<file path="config.mk">
export PLATFORM = sky130hd
export DESIGN_NAME = uart_tx_engine
export DESIGN_NICKNAME = d
export VERILOG_FILES = /design/src/rtl/uart_pkg.sv /design/src/rtl/uart_tx_fifo.sv /design/src/rtl/uart_tx_engine.sv
export SDC_FILE = /design/constraint.sdc
export NUM_CORES = 1
export LEC_CHECK = 0
export ABC_AREA = 1
export CAP_MARGIN = 20
export CORE_AREA = 2 2 97 99
export DETAILED_ROUTE_END_ITERATION = 16
export DIE_AREA = 0 0 99 101
export SLEW_MARGIN = 20
export SYNTH_ARGS = -nofsm -noshare
export SYNTH_HDL_FRONTEND = slang
export SYNTH_SLANG_ARGS = --single-unit
</file>
<file path="constraint.sdc">
create_clock -name clk -period 2.9 [get_ports clk]
set_clock_uncertainty 0.05 [all_clocks]
set_input_delay 0.58 -clock clk [delete_from_list [all_inputs] [get_ports clk]]
set_output_delay 0.58 -clock clk [all_outputs]
set_load 0.005 [all_outputs]
</file>
<file path="src/rtl/uart_pkg.sv">
// uart_pkg: shared FSM state type and framing constants for the UART transmitter
package uart_pkg;
    typedef enum logic [1:0] {IDLE, START, DATA, STOP} tx_state_e;
    localparam int DEFAULT_CLKS_PER_BIT = 447;
    localparam int DATA_BITS = 8;
endpackage

</file>
<file path="src/rtl/uart_tx_fifo.sv">
// uart_tx_fifo: power-of-two circular byte queue; a push into a full queue is only
// accepted when a pop frees the head slot in the same cycle
module uart_tx_fifo #(
    parameter int DEPTH = 4,
    parameter int WIDTH = 8
) (
    input  logic                       clk,
    input  logic                       reset,
    input  logic                       push_i,
    input  logic                       pop_i,
    input  logic [WIDTH-1:0]           data_i,
    output logic [WIDTH-1:0]           data_o,
    output logic                       full_o,
    output logic                       empty_o,
    output logic [$clog2(DEPTH):0]     level_o
);
    localparam int AW = $clog2(DEPTH);

    logic [WIDTH-1:0] mem_q [DEPTH];
    logic [AW-1:0]    wr_q, rd_q;
    logic [AW:0]      level_q, level_d;
    logic             do_push, do_pop;

    assign full_o  = level_q == (AW+1)'(DEPTH);
    assign empty_o = level_q == '0;
    assign level_o = level_q;
    assign data_o  = mem_q[rd_q];
    assign do_push = push_i && (!full_o || pop_i);
    assign do_pop  = pop_i && !empty_o;
    assign level_d = level_q + (AW+1)'(do_push) - (AW+1)'(do_pop);

    always_ff @(posedge clk) begin
        if (reset) begin
            wr_q    <= '0;
            rd_q    <= '0;
            level_q <= '0;
        end else begin
            if (do_push) wr_q <= wr_q + AW'(1);
            if (do_pop) rd_q <= rd_q + AW'(1);
            level_q <= level_d;
        end
    end

    always_ff @(posedge clk) begin
        if (do_push) mem_q[wr_q] <= data_i;
    end
endmodule

</file>
<file path="src/rtl/uart_tx_engine.sv">
// uart_tx_engine: bus-write synchronizer, transmit FIFO and 8N1 serializer with a
// registered line output and gap-free back-to-back frames
module uart_tx_engine
    import uart_pkg::*;
#(
    parameter int CLKS_PER_BIT = DEFAULT_CLKS_PER_BIT,
    parameter int FIFO_DEPTH   = 4
) (
    input  logic                          clk,
    input  logic                          reset,
    input  logic                          i_wr_async,
    input  logic [7:0]                    i_data,
    input  logic                          i_clr_overrun,
    output logic                          o_UART_RX,
    output logic                          o_full,
    output logic                          o_empty,
    output logic                          o_busy,
    output logic                          o_overrun,
    output logic [$clog2(FIFO_DEPTH):0]   o_level
);
    localparam int CW = CLKS_PER_BIT > 1 ? $clog2(CLKS_PER_BIT) : 1;
    localparam logic [CW-1:0] LAST = CW'(CLKS_PER_BIT - 1);

    tx_state_e          state_q, state_d;
    logic [CW-1:0]      cnt_q, cnt_d;
    logic [2:0]         bit_q, bit_d;
    logic [7:0]         shift_q, shift_d;
    logic [2:0]         sync_q;
    logic               tx_q, tx_d, overrun_q, overrun_d;
    logic               push, pop, tick;
    logic [7:0]         head;

    // sync_q[1] is the synchronized request, sync_q[2] its previous value for edge detect
    assign push      = sync_q[1] && !sync_q[2] && !reset;
    assign tick      = cnt_q == LAST;
    assign o_UART_RX = tx_q;
    assign o_busy    = state_q != IDLE;
    assign o_overrun = overrun_q;
    assign overrun_d = (push && o_full && !pop) || (overrun_q && !i_clr_overrun);

    uart_tx_fifo #(.DEPTH(FIFO_DEPTH), .WIDTH(8)) u_fifo (
        .clk    (clk),
        .reset  (reset),
        .push_i (push),
        .pop_i  (pop),
        .data_i (i_data),
        .data_o (head),
        .full_o (o_full),
        .empty_o(o_empty),
        .level_o(o_level)
    );

    // tx_d is computed alongside the transition so the line changes on the same edge as the state
    always_comb begin
        state_d = state_q;
        bit_d   = bit_q;
        shift_d = shift_q;
        tx_d    = tx_q;
        pop     = 1'b0;
        cnt_d   = (state_q == IDLE || tick) ? '0 : cnt_q + CW'(1);
        unique case (state_q)
            IDLE: if (!o_empty) begin
                pop     = 1'b1;
                shift_d = head;
                state_d = START;
                tx_d    = 1'b0;
            end
            START: if (tick) begin
                state_d = DATA;
                bit_d   = '0;
                tx_d    = shift_q[0];
            end
            DATA: if (tick) begin
                if (bit_q == 3'(DATA_BITS - 1)) begin
                    state_d = STOP;
                    tx_d    = 1'b1;
                end else begin
                    bit_d   = bit_q + 3'd1;
                    shift_d = {1'b0, shift_q[7:1]};
                    tx_d    = shift_q[1];
                end
            end
            STOP: if (tick) begin
                pop     = !o_empty;
                shift_d = o_empty ? shift_q : head;
                state_d = o_empty ? IDLE : START;
                tx_d    = o_empty;
            end
        endcase
    end

    always_ff @(posedge clk) begin
        if (reset) begin
            state_q   <= IDLE;
            cnt_q     <= '0;
            bit_q     <= '0;
            shift_q   <= '0;
            sync_q    <= '0;
            tx_q      <= 1'b1;
            overrun_q <= 1'b0;
        end else begin
            state_q   <= state_d;
            cnt_q     <= cnt_d;
            bit_q     <= bit_d;
            shift_q   <= shift_d;
            sync_q    <= {sync_q[1:0], i_wr_async};
            tx_q      <= tx_d;
            overrun_q <= overrun_d;
        end
    end
endmodule

</file>
==> out/summary.md <==
The startpoint identified for the worst register-to-register timing path is cnt_q[0]$_SDFF_PP0_. The run gives 9 as the number of CTS-inserted buffers. Across the run, the number of max-cap violations was 0. For the met2 routed wirelength, the log shows 2.58 mm. The tools report the total leakage power as 1.41 nW.

The tools report the number of buffers inserted to repair setup after CTS as 0. The most used flip-flop cell after synthesis is sky130_fd_sc_hd__dfxtp_1. OpenSTA, run right after detailed placement, puts the worst setup slack at 393 ps. The repair_antennas step left the layout with diodes totalling 0. For the cell area after synthesis, the log shows 3050 µm².

The tools report the routability congestion estimate as 0.787. Using the TritonRoute via totals, the vias-per-cell ratio works out to 4.66. For this block, the routed nets add up to 5.61 mm of wire.

In this run the biggest area consumer among cell types represents 31.5% of the synthesized area. The number of antenna violations at the first check in global routing was 0; the count of mapped cells out of synthesis was 332. The logs give 2094 for the via count of the first global-routing pass and 0 for the post-cts hold buffer count. Once layout is complete, the cells apart from fillers number 474.

The highest routed metal layer was met4. The first detailed-routing pass ran for 4 iterations. Counting instances in the post-synthesis netlist gives the leading cell types as sky130_fd_sc_hd__nand2_1, sky130_fd_sc_hd__nor2_1, sky130_fd_sc_hd__dfxtp_1, sky130_fd_sc_hd__inv_1, sky130_fd_sc_hd__edfxtp_1. Along the worst path, the maximum fanout reaches 5. The critical path startpoint was cnt_q[0]$_SDFF_PP0_.

Global routing finished with a remaining overflow of 0. In the detailed route, the total length drawn on met3 is 132 µm. Worst setup path category: register to register. Among cell families on the critical path, the largest total delay comes from adder cells. The Yosys step of the flow raised 0 warnings. Category of the worst setup path capture point: a register. Yosys attributes the largest share of cell area to sky130_fd_sc_hd__edfxtp_1, sky130_fd_sc_hd__dfxtp_1, sky130_fd_sc_hd__nand2_1. Row generation in the floorplan step produced 35 rows.

For this run, design rule violations remaining after detail routing come to 0. The number of synthesized flops with an enable pin is 32, and the fill cell total of the finished layout is 875. The tools report the data required time of the worst path as 3130 ps.

In the global route stage, overall resource usage came out at 12.2%. Among all cell types in the netlist, the one instantiated most often is sky130_fd_sc_hd__nand2_1. The logs give 2208 for the number of vias in the routed layout and 386 for the number of nets in the layout. Master of the slowest instance on the critical path: sky130_fd_sc_hd__dfxtp_1.

The tightest hold path in the finished design has a slack of 353 ps. Once the floorplan was initialized, standard cells occupied 34.0% of the core. Counting along the longest clock path gives a buffer depth of 2. Number of pins with negative max-slew slack in the final report: 0. The worst slew margin relative to its limit is 60.7%. The post-route antenna net violation count was 0; the number of cells after detailed placement was 458.

In this run the standard cell core region covers 8980 µm². The H-tree was split into 3 levels. Number of setup violations in the final report: 0.

In this run the clock root is driven by a sky130_fd_sc_hd__clkbuf_8. The area growth from synthesis to layout is 16.4%. The worst path buffer plus inverter count works out to 4. The tools report the final standard cell utilization of the core as 39.6%. The clock drives 68 sinks.

Setup repair after global routing left no endpoint under its margin. For the number of top-level pins, the log shows 20. The maximum frequency from static timing analysis is 428 MHz, and the share of post-route cells with drive strength above 1 is 11.8%.

Vertical die dimension: 101 µm. In this run the most critical hold path is launched from sync_q[0]$_SDFF_PP0_. The later pin in the worst-skew pair is clocked with a latency of 350 ps. The flop and latch count out of synthesis is 68, and the number of gates resized after CTS is 0. The critical path goes through inv_1 > ha_1 > nand2_1 > nor2_2 > nand2_4 > o21ai_2 > nand2_2 > inv_2 > ha_1 > inv_1 > ha_1 > fa_1 > inv_1 > o21ai_0 > a21oi_1. Detailed placement ended at an HPWL of 3.85 mm. The run gives 10000 µm² as the die area. After synthesis, the share of flip-flops with an asynchronous set or reset is 0%. The per-cell routed wire length was 11.8 µm. The tools report the final hold violation count as 0.

The share of the Yosys chip area taken by registers is 55.1%. The worst setup path is launched from a register. Yosys mapped the design onto 36 distinct sky130hd cell types.

TritonCTS built the clock tree. The tools report the total negative slack as 0 ps. Setup slack on the critical path of the routed design comes to 563 ps. The largest vdd supply drop was 329 µV; the count of port buffers added during placement was 19. The first routing iteration left 101 violations. The tools report the routed metal-1 wire length as 2.79 mm. The tools report the data arrival at the endpoint of the critical path as 2560 ps. The largest net degree at the start of global routing came out at 19. The die is 99 µm wide. Subtracting the final worst setup slack from the clock period gives 2340 ps. The average cell area after synthesis came out at 9.20 µm². Total power consumption of the routed design: 2.75 mW. The worst hold path stage count came out at 2.

The synthesized design spends more area on one cell type than any other, namely sky130_fd_sc_hd__edfxtp_1. The first global-routing pass estimated 9.52 mm of wire. The total non-filler cell area in the finished layout was 3550 µm²; the period utilization was 80.6%.

The net count after synthesis is 360, and the actual slew at the worst max-slew pin is 589 ps. The worst min-delay path class is register to register. The flow ran to the end, and the final reports show no timing, DRC or antenna violations. The area of placed instances came out at 3370 µm².

Total power per unit cell area: 774 nW/µm². The number of cells traversed by the worst register-to-register path was 15; the largest stage delay on the critical path was 390 ps. Clock-pin slew was measured on the worst setup and hold paths at 80 ps. The number of stages on the worst setup path came out at 15.
## cells in the final DEF, fill, tap and decap left out, drive strengths merged, types with 2 or more instances in the layout
| cell type | n |
|---|---|
| nand2 | 59 |
| nor2 | 55 |
| inv | 43 |
| dfxtp | 36 |
| edfxtp | 32 |
| o21ai | 30 |
| a21oi | 26 |
| clkdlybuf4s50 | 19 |
| ha | 15 |
| clkbuf | 9 |
| nand3 | 8 |
| nor3 | 5 |
| buf | 5 |
| and3 | 3 |
| clkinvlp | 3 |
| a211oi | 2 |
| o22ai | 2 |
## area by class of cell
type | count | area, µm² | area share (%)
flip-flops and latches | 68 | 1680 | 47.3
multi-input cells | 215 | 1170 | 33.1
repair buffers | 24 | 228 | 6.41
inverters | 40 | 150 | 4.22
well taps | 111 | 139 | 3.91
clock buffers | 9 | 124 | 3.48
clock inverters | 7 | 57.6 | 1.62
## worst register-to-register path, delay by kind of cell (launching register included)
family | cells | cell delay [ps]
buffers and inverters | 4 | 240
and+or+nand+nor | 4 | 330
DFF | 1 | 390
AOI/OAI and AO/OA | 3 | 280
adders and majority gates | 4 | 990
## state kept, by name (all words and copies together), names as in the netlist, 2 cells and up, named ones only
signal,count
u_fifo.level_o,3
u_fifo.mem_q,32
cnt_q,9
u_fifo.rd_q,2
sync_q,3
state_q,2
shift_q,8
bit_q,3
u_fifo.wr_q,2
## cell families after synthesis
logic type | count (synthesis) | synth area share [%]
adder cells (fa/ha/maj) | 16 | 6.80
AO/OA/AOI/OAI | 64 | 12.7
AND/OR/NAND/NOR | 134 | 18.7
flip-flops | 68 | 55.1
buffers and inverters | 49 | 6.43
XOR/XNOR | 1 | 0.287
## worst paths after layout
kind	endpoint	slack, ps
worst max-delay path	u_fifo.level_o[2]$_SDFF_PP0_	560
worst min-delay path	sync_q[1]$_SDFF_PP0_	350
worst max register to register	u_fifo.level_o[2]$_SDFF_PP0_	560
worst min register to register	sync_q[1]$_SDFF_PP0_	350
## routing by layer
metal | GRT usage [%] | up-vias
met5 | 0 | -
li1 | - | 1139
met3 | 2.15 | 10
met2 | 19.3 | 24
met1 | 15.6 | 1035
met4 | 7.27 | 0
## report_power, final
part           internal, mW  switching (mW)  leakage [nW]
clock network         0.320           0.394        0.0829
registers              1.10          0.0869         0.582
logic                 0.335           0.512         0.745
total                  1.76           0.993          1.41
Note: power is estimated with default switching activity, not from simulation.
